==> config.mk <==
export PLATFORM = sky130hd
export DESIGN_NAME = progloader
export DESIGN_NICKNAME = d
export VERILOG_FILES = /design/src/rtl/cpu_pkg.sv /design/src/rtl/progloader_wordassembler.sv /design/src/rtl/progloader.sv
export SDC_FILE = /design/constraint.sdc
export NUM_CORES = 1
export LEC_CHECK = 0
export CAP_MARGIN = 25
export CORE_ASPECT_RATIO = 0.5
export CORE_MARGIN = 3
export CORE_UTILIZATION = 32
export CTS_CLUSTER_SIZE = 30
export DETAILED_ROUTE_END_ITERATION = 16
export SYNTH_ARGS = -nofsm -noshare
export SYNTH_HDL_FRONTEND = slang
export SYNTH_SLANG_ARGS = --single-unit
export TNS_END_PERCENT = 1
==> constraint.sdc <==
create_clock -name i_clock -period 6.5 [get_ports i_clock]
set_input_delay 1.3 -clock i_clock [delete_from_list [all_inputs] [get_ports i_clock]]
set_output_delay 1.3 -clock i_clock [all_outputs]
set_load 0.05 [all_outputs]
==> src/rtl/cpu_pkg.sv <==
// Shared CPU constants and the program-loader state encoding.
// PROGLOADER_CHECKSUM_EN adds the checksum and error states.
package cpu_pkg;

    localparam int INSTR_W         = 18;
    localparam int ADDR_W          = 16;
    localparam int BYTES_PER_INSTR = 3;

    localparam logic [3:0] LD_HDR_HI = 4'd0;
    localparam logic [3:0] LD_HDR_LO = 4'd1;
    localparam logic [3:0] LD_B0     = 4'd2;
    localparam logic [3:0] LD_B1     = 4'd3;
    localparam logic [3:0] LD_B2     = 4'd4;
    localparam logic [3:0] LD_WR     = 4'd5;
    localparam logic [3:0] LD_DONE   = 4'd6;
`ifdef PROGLOADER_CHECKSUM_EN
    localparam logic [3:0] LD_CSUM   = 4'd7;
    localparam logic [3:0] LD_ERR    = 4'd8;
`endif

    // ST_WR is the one-cycle write bubble after each B2 byte.
    typedef enum logic [3:0] {
        ST_HDR_HI = LD_HDR_HI,
        ST_HDR_LO = LD_HDR_LO,
        ST_B0     = LD_B0,
        ST_B1     = LD_B1,
        ST_B2     = LD_B2,
        ST_WR     = LD_WR,
        ST_DONE   = LD_DONE
`ifdef PROGLOADER_CHECKSUM_EN
        , ST_CSUM = LD_CSUM,
        ST_ERR    = LD_ERR
`endif
    } ld_state_e;

    function automatic logic rx_open(input ld_state_e s);
        logic open;
        open = 1'b0;
        case (s)
            ST_HDR_HI, ST_HDR_LO, ST_B0, ST_B1, ST_B2: open = 1'b1;
`ifdef PROGLOADER_CHECKSUM_EN
            ST_CSUM: open = 1'b1;
`endif
            default: open = 1'b0;
        endcase
        return open;
    endfunction

endpackage

==> src/rtl/progloader_wordassembler.sv <==
// Collects three payload bytes into one 18-bit instruction word:
// B0[1:0] become the two top bits, then B1, then B2.
module wordassembler
    import cpu_pkg::*;
(
    input  logic               i_clock,
    input  logic               i_resetN,
    input  logic               i_clr,
    input  logic               i_byte_vld,
    input  logic [7:0]         i_byte,
    output logic [INSTR_W-1:0] o_word,
    output logic               o_word_vld
);

    logic [1:0]         idx_q, idx_d;
    logic [INSTR_W-9:0] shift_q, shift_d;

    always_comb begin
        idx_d      = idx_q;
        shift_d    = shift_q;
        o_word_vld = 1'b0;
        o_word     = {shift_q, i_byte};
        if (i_clr) begin
            idx_d   = '0;
            shift_d = '0;
        end else if (i_byte_vld) begin
            if (idx_q == 2'(BYTES_PER_INSTR - 1)) begin
                idx_d      = '0;
                o_word_vld = 1'b1;
            end else begin
                idx_d = idx_q + 2'd1;
            end
            if (idx_q == '0)
                shift_d = {8'd0, i_byte[1:0]};
            else
                shift_d = {shift_q[1:0], i_byte};
        end
    end

    always_ff @(posedge i_clock or negedge i_resetN) begin
        if (!i_resetN) begin
            idx_q   <= '0;
            shift_q <= '0;
        end else begin
            idx_q   <= idx_d;
            shift_q <= shift_d;
        end
    end

endmodule

==> src/rtl/progloader.sv <==
// Boot-stage program loader: byte stream -> 18-bit words -> instruction memory,
// holding the CPU until done. PROGLOADER_CHECKSUM_EN enables the trailing XOR check.
module progloader #(
    parameter int ADDR_W  = cpu_pkg::ADDR_W,
    parameter int INSTR_W = cpu_pkg::INSTR_W
) (
    input  logic               i_clock,
    input  logic               i_resetN,
    input  logic [7:0]         i_rxData,
    input  logic               i_rxValid,
    output logic               o_rxReady,
    input  logic               i_start,
    output logic               o_wEn,
    output logic [0:ADDR_W-1]  o_wAddr,
    output logic [0:INSTR_W-1] o_wData,
    output logic               o_cpuHold,
    output logic               o_done,
    output logic               o_error
);
    import cpu_pkg::*;

`ifdef PROGLOADER_CHECKSUM_EN
    localparam ld_state_e LOAD_END = ST_CSUM;
`else
    localparam ld_state_e LOAD_END = ST_DONE;
`endif

    ld_state_e          state_q, state_d;
    logic               rdy_q, rdy_d;
    logic               wen_q, wen_d;
    logic [ADDR_W-1:0]  waddr_q, waddr_d;
    logic [INSTR_W-1:0] wdata_q, wdata_d;
    logic               hold_q, hold_d;
    logic               done_q, done_d;
    logic [15:0]        count_q, count_d;
    logic               acc, restart, asm_vld, word_vld;
    logic [INSTR_W-1:0] word;
`ifdef PROGLOADER_CHECKSUM_EN
    logic [7:0]         csum_q, csum_d;
    logic               err_q, err_d;
`endif

    assign acc     = i_rxValid & rdy_q;
    assign asm_vld = acc && (state_q == ST_B0 || state_q == ST_B1 || state_q == ST_B2);

    wordassembler u_asm (
        .i_clock    (i_clock),
        .i_resetN   (i_resetN),
        .i_clr      (restart),
        .i_byte_vld (asm_vld),
        .i_byte     (i_rxData),
        .o_word     (word),
        .o_word_vld (word_vld)
    );

    always_comb begin
        state_d = state_q;
        wen_d   = 1'b0;
        waddr_d = waddr_q;
        wdata_d = wdata_q;
        count_d = count_q;
        restart = 1'b0;
`ifdef PROGLOADER_CHECKSUM_EN
        csum_d  = (acc && state_q != ST_CSUM) ? (csum_q ^ i_rxData) : csum_q;
`endif
        case (state_q)
            ST_HDR_HI: if (acc) begin
                count_d[15:8] = i_rxData;
                state_d       = ST_HDR_LO;
            end
            // A zero count still passes through the bubble so timing matches a write.
            ST_HDR_LO: if (acc) begin
                count_d[7:0] = i_rxData;
                state_d      = ({count_q[15:8], i_rxData} == 16'd0) ? ST_WR : ST_B0;
            end
            ST_B0: if (acc) state_d = ST_B1;
            ST_B1: if (acc) state_d = ST_B2;
            ST_B2: if (acc) state_d = ST_WR;
            ST_WR: begin
                if (wen_q) waddr_d = waddr_q + ADDR_W'(1);
                state_d = (count_q == 16'd0) ? LOAD_END : ST_B0;
            end
            ST_DONE: if (i_start) restart = 1'b1;
`ifdef PROGLOADER_CHECKSUM_EN
            ST_CSUM: if (acc) state_d = (i_rxData == csum_q) ? ST_DONE : ST_ERR;
            ST_ERR:  if (i_start) restart = 1'b1;
`endif
            default: state_d = ST_HDR_HI;
        endcase

        if (word_vld) begin
            wen_d   = 1'b1;
            wdata_d = word;
            count_d = count_q - 16'd1;
        end

        if (restart) begin
            state_d = ST_HDR_HI;
            waddr_d = '0;
            count_d = '0;
`ifdef PROGLOADER_CHECKSUM_EN
            csum_d  = '0;
`endif
        end

        rdy_d  = rx_open(state_d);
        hold_d = (state_d != ST_DONE);
        done_d = (state_d == ST_DONE) && (state_q != ST_DONE);
`ifdef PROGLOADER_CHECKSUM_EN
        err_d  = (state_d == ST_ERR);
`endif
    end

    always_ff @(posedge i_clock or negedge i_resetN) begin
        if (!i_resetN) begin
            state_q <= ST_HDR_HI;
            rdy_q   <= 1'b0;
            wen_q   <= 1'b0;
            waddr_q <= '0;
            wdata_q <= '0;
            hold_q  <= 1'b1;
            done_q  <= 1'b0;
            count_q <= '0;
`ifdef PROGLOADER_CHECKSUM_EN
            csum_q  <= '0;
            err_q   <= 1'b0;
`endif
        end else begin
            state_q <= state_d;
            rdy_q   <= rdy_d;
            wen_q   <= wen_d;
            waddr_q <= waddr_d;
            wdata_q <= wdata_d;
            hold_q  <= hold_d;
            done_q  <= done_d;
            count_q <= count_d;
`ifdef PROGLOADER_CHECKSUM_EN
            csum_q  <= csum_d;
            err_q   <= err_d;
`endif
        end
    end

    assign o_rxReady = rdy_q;
    assign o_wEn     = wen_q;
    assign o_wAddr   = waddr_q;
    assign o_wData   = wdata_q;
    assign o_cpuHold = hold_q;
    assign o_done    = done_q;
`ifdef PROGLOADER_CHECKSUM_EN
    assign o_error   = err_q;
`else
    assign o_error   = 1'b0;
`endif

endmodule

==> impl_results.md <==
- Pwr Density: 305 nW/µm²
- DIE HEIGHT: 77.8 µm
- Final TNS setup: 0 ns
- Pins Over Slew Limit: 0
- WP data required: ~6.7 ns
- Unrepaired setup endpoints after global routing: no
- Initial core utilization: between 30 and 40%
- CP max FO: 34
- Worst-path cell chain: clkdlybuf4s50_1 -> nand4b_1 -> a211o_1 -> buf_4 -> inv_1 -> buf_4 -> or3_1 -> o21ai_0 -> a221o_1
- Share of cells above drive strength 1: 7.35%
- Fill cells: 948
- Vias: 2772
- Worst hold start: o_wData[12]
- Crit. End Element: flop
- Static leakage: 1.78 nW
- Worst Clk Skew: roughly 0.0055 ns
- Detailed Route Iter0 Violations: 145
- Startpoint types: input port
- Sequential share of power: 42.2%
- VDD IR max: 0.0000944 V
- Post-route DRC: 0
- Routability Congestion: 0.858
- Post-Syn Instances: 353
- Cts hold-fix bufs: 0
- Hold path cells: 2
- Setup Fix Bufs, Post-CTS: 0
- Synthesized flop and latch total: 70
- Crit Path Class: in2reg
- Cell Area, Synth: 3300 µm²
- WHS: 0.471 ns
- Global Route Usage Sum: between 10% and 20%
- Switching share of total power: 27.1%
- Post-synth top area cell: dfrtp_1
- WP buf/inv: 4
- First-pass DRT Iterations: 4
- Nets: 417
- Async S/R FF share, synth: 100%
- Clk_lat worst skew: 0.33 ns
- # diodes: 0
- Post-place setup slack: 2.67 ns
- DR vias/cell: 5.10
- Inserted Clock Buffers: 9
- Post-synth top area share: approximately 52%
- Worst r2r src: state_q[2]
- Synthesized area per cell: 9.35 µm²
- First-pass GRT wire length: 14000 µm
- Power share of the clock group: 42.9%
- Most common cell on crit path: buf_4
- Worst path top cell family by delay: buffers and inverters
- Met2 Use GR: 21.7%
- Int Pwr: between 0.0009 and 0.001 W
- Final setup vio count: 0
- Met1 usage: 22.3%
- Crit Reg-Reg Endpoint: count_q[3]
- Max-Slew Margin vs Limit: around a third
- Area contributors post-synth: dfrtp_1, nand2_1, nor2_1
- Max Cap Viol: 0
- Die area: 11600 µm²
- CTS max path bufs: 2
- Htree depth: 3
- Worst EP arrival: 3.70 ns
- Largest net degree at the start of global routing: just over 70
- Combinational share of power: between 10% and 20%
- Detail Route Antenna Nets: 0
- Worst path slowest cell: clkdlybuf4s50_1
- Root Driver: clkbuf_16
- # port buffers: 49
- I/O pin count: 51
- Critical Path Max Stage Delay: 0.52 ns
- Tmin final: around 3.5 ns
- Status: finished clean
- CTS tree: done
- Cell variety after synth: 49
- Die Width: between 100 and 150 µm
- Worst min-delay path class: reg2reg
- DP Wirelength: 5450 µm
- Sw power: 0.000353 W
- Initial antenna violation count: 0
- Synth-to-Final Area Change: 29.4%
- R2r setup slk: 3.62 ns
- Final Hold Viols: 0
- Core Footprint: 9730 µm²
- GRT busiest layer: met1
- DRT Wirelength: approximately 8300 µm
- Post-synthesis sequential area ratio: 53.1%
- Fin crit share: 53.5%
- FP Rows: 25
- Overflow after GRT: 0
- TritonCTS Sinks: 70
- Top_reg_cell synth: dfrtp_1
- Max Clock Freq: roughly 0.29 GHz
- WHS Endpoint: o_wData[12]
- Post-CTS sizing: 0
- GR Layer Usage met3: ~4.9%
- Number of synthesized flops with an enable pin: 0
- FF-to-FF path depth: 8
- Vias in the first global route: 2649
- Setup ws final: 3.02 ns
- Slew @ Worst Pin: 1.00 ns
- Synth warn: 0
- Worst-path clk slew: 0.06 ns
- Wire per inst: around 15 µm
[state kept, by name, summed over array words and instances, names as in the netlist, 2 cells and up]
register / count
state_q: 4
o_wAddr: 16
count_q: 16
u_asm.idx_q: 2
u_asm.shift_q: 10
o_wData: 18
[logic make-up (layout without fill, tap and decap cells)]
| family | Yosys count | count (layout) | synth area share, % |
|---|---|---|---|
| AND/OR/NAND/NOR | 180 | 180 | 26.0 |
| flip-flops | 70 | 70 | 53.1 |
| AO/OA/AOI/OAI | 58 | 58 | 12.0 |
| buffers and inverters | 23 | 77 | 2.80 |
| XOR/XNOR | 15 | 15 | 3.98 |
| multiplexers | 4 | 4 | 1.25 |
| adder cells (fa/ha/maj) | 2 | 2 | 0.758 |
| other | 1 | 2 | 0.114 |
[worst max path at each step]
stage                   start     endpoint  cells after the start
CTS                 i_rxValid   count_q[3]                      9
global route        i_rxValid   count_q[3]                      9
detailed placement  i_rxValid   count_q[2]                      9
global placement    i_rxValid   count_q[3]                      9
floorplan           i_rxValid  count_q[12]                      4
finish              i_rxValid   count_q[3]                      9
[layout by cell type (no fill, tap or decap), drive strengths merged, types with 7 or more instances in the layout]
cell type and instances:
dfrtp 69, nand2 78, xor2 11, clkdlybuf4s50 48, nor4 8, a21oi 12, nor2 38, a22o 8
clkbuf 10, o21ai 13, buf 7, nor3 7, o211ai 9, nand3 13
[layer usage]
layer	part of all wire, %	up-vias	wire length [µm]
met3	5.5	8	456
met5	0	-	0
met1	51	1361	4180
li1	-	1340	-
met4	1.1	0	89
met2	43	63	3530
[power groups by stage]
stage               clock (W)  sequential [W]  combinational, W
floorplan                   0        0.000570          0.000104
global placement            0        0.000555          0.000192
detailed placement          0        0.000553          0.000195
CTS                  0.000569        0.000549          0.000195
global route         0.000591        0.000559          0.000216
finish               0.000558        0.000549          0.000194
[worst reg2reg max path, cell delays in order, from the launching register on]
cell and delay (ns):
dfrtp_1 0.60, or3b_1 0.42, a211o_1 0.26, buf_4 0.23, inv_1 0.42, buf_4 0.31, or3_1 0.15, o21ai_0 0.08
a221o_1 0.30
[synthesized netlist by cell type (5+ instances only)]
| library cell | count |
|---|---|
| o211ai_1 | 9 |
| o21ai_0 | 13 |
| xor2_1 | 11 |
| inv_1 | 6 |
| dfrtp_1 | 69 |
| nor2_1 | 38 |
| a21oi_1 | 11 |
| nand2_1 | 78 |
| nor3_1 | 7 |
| clkbuf_1 | 10 |
| nand4_1 | 5 |
| nor4_1 | 8 |
| a22o_1 | 8 |
| nand3_1 | 13 |
[through the flow]
stage	instances	utilization [%]	cell area, µm²	total power [W]
finish	543	43.9	4270	0.00130
global placement	526	40.4	3930	0.000746
detailed placement	527	40.4	3930	0.000748
floorplan	354	-	3310	0.000674
CTS	543	43.9	4270	0.00131
global route	543	43.9	4270	0.00137
[final cells by class]
type,count,area [µm²],share of cell area [%]
Multi-Input combinational cell,261,1460,34.2
Inverter,6,22.5,0.527
Sequential cell,70,1750,41.0
Tap cell,135,169,3.95
Timing Repair Buffer,55,528,12.4
Clock inverter,6,110,2.58
Clock buffer,10,229,5.36
Note: power is estimated with default switching activity, not from simulation.
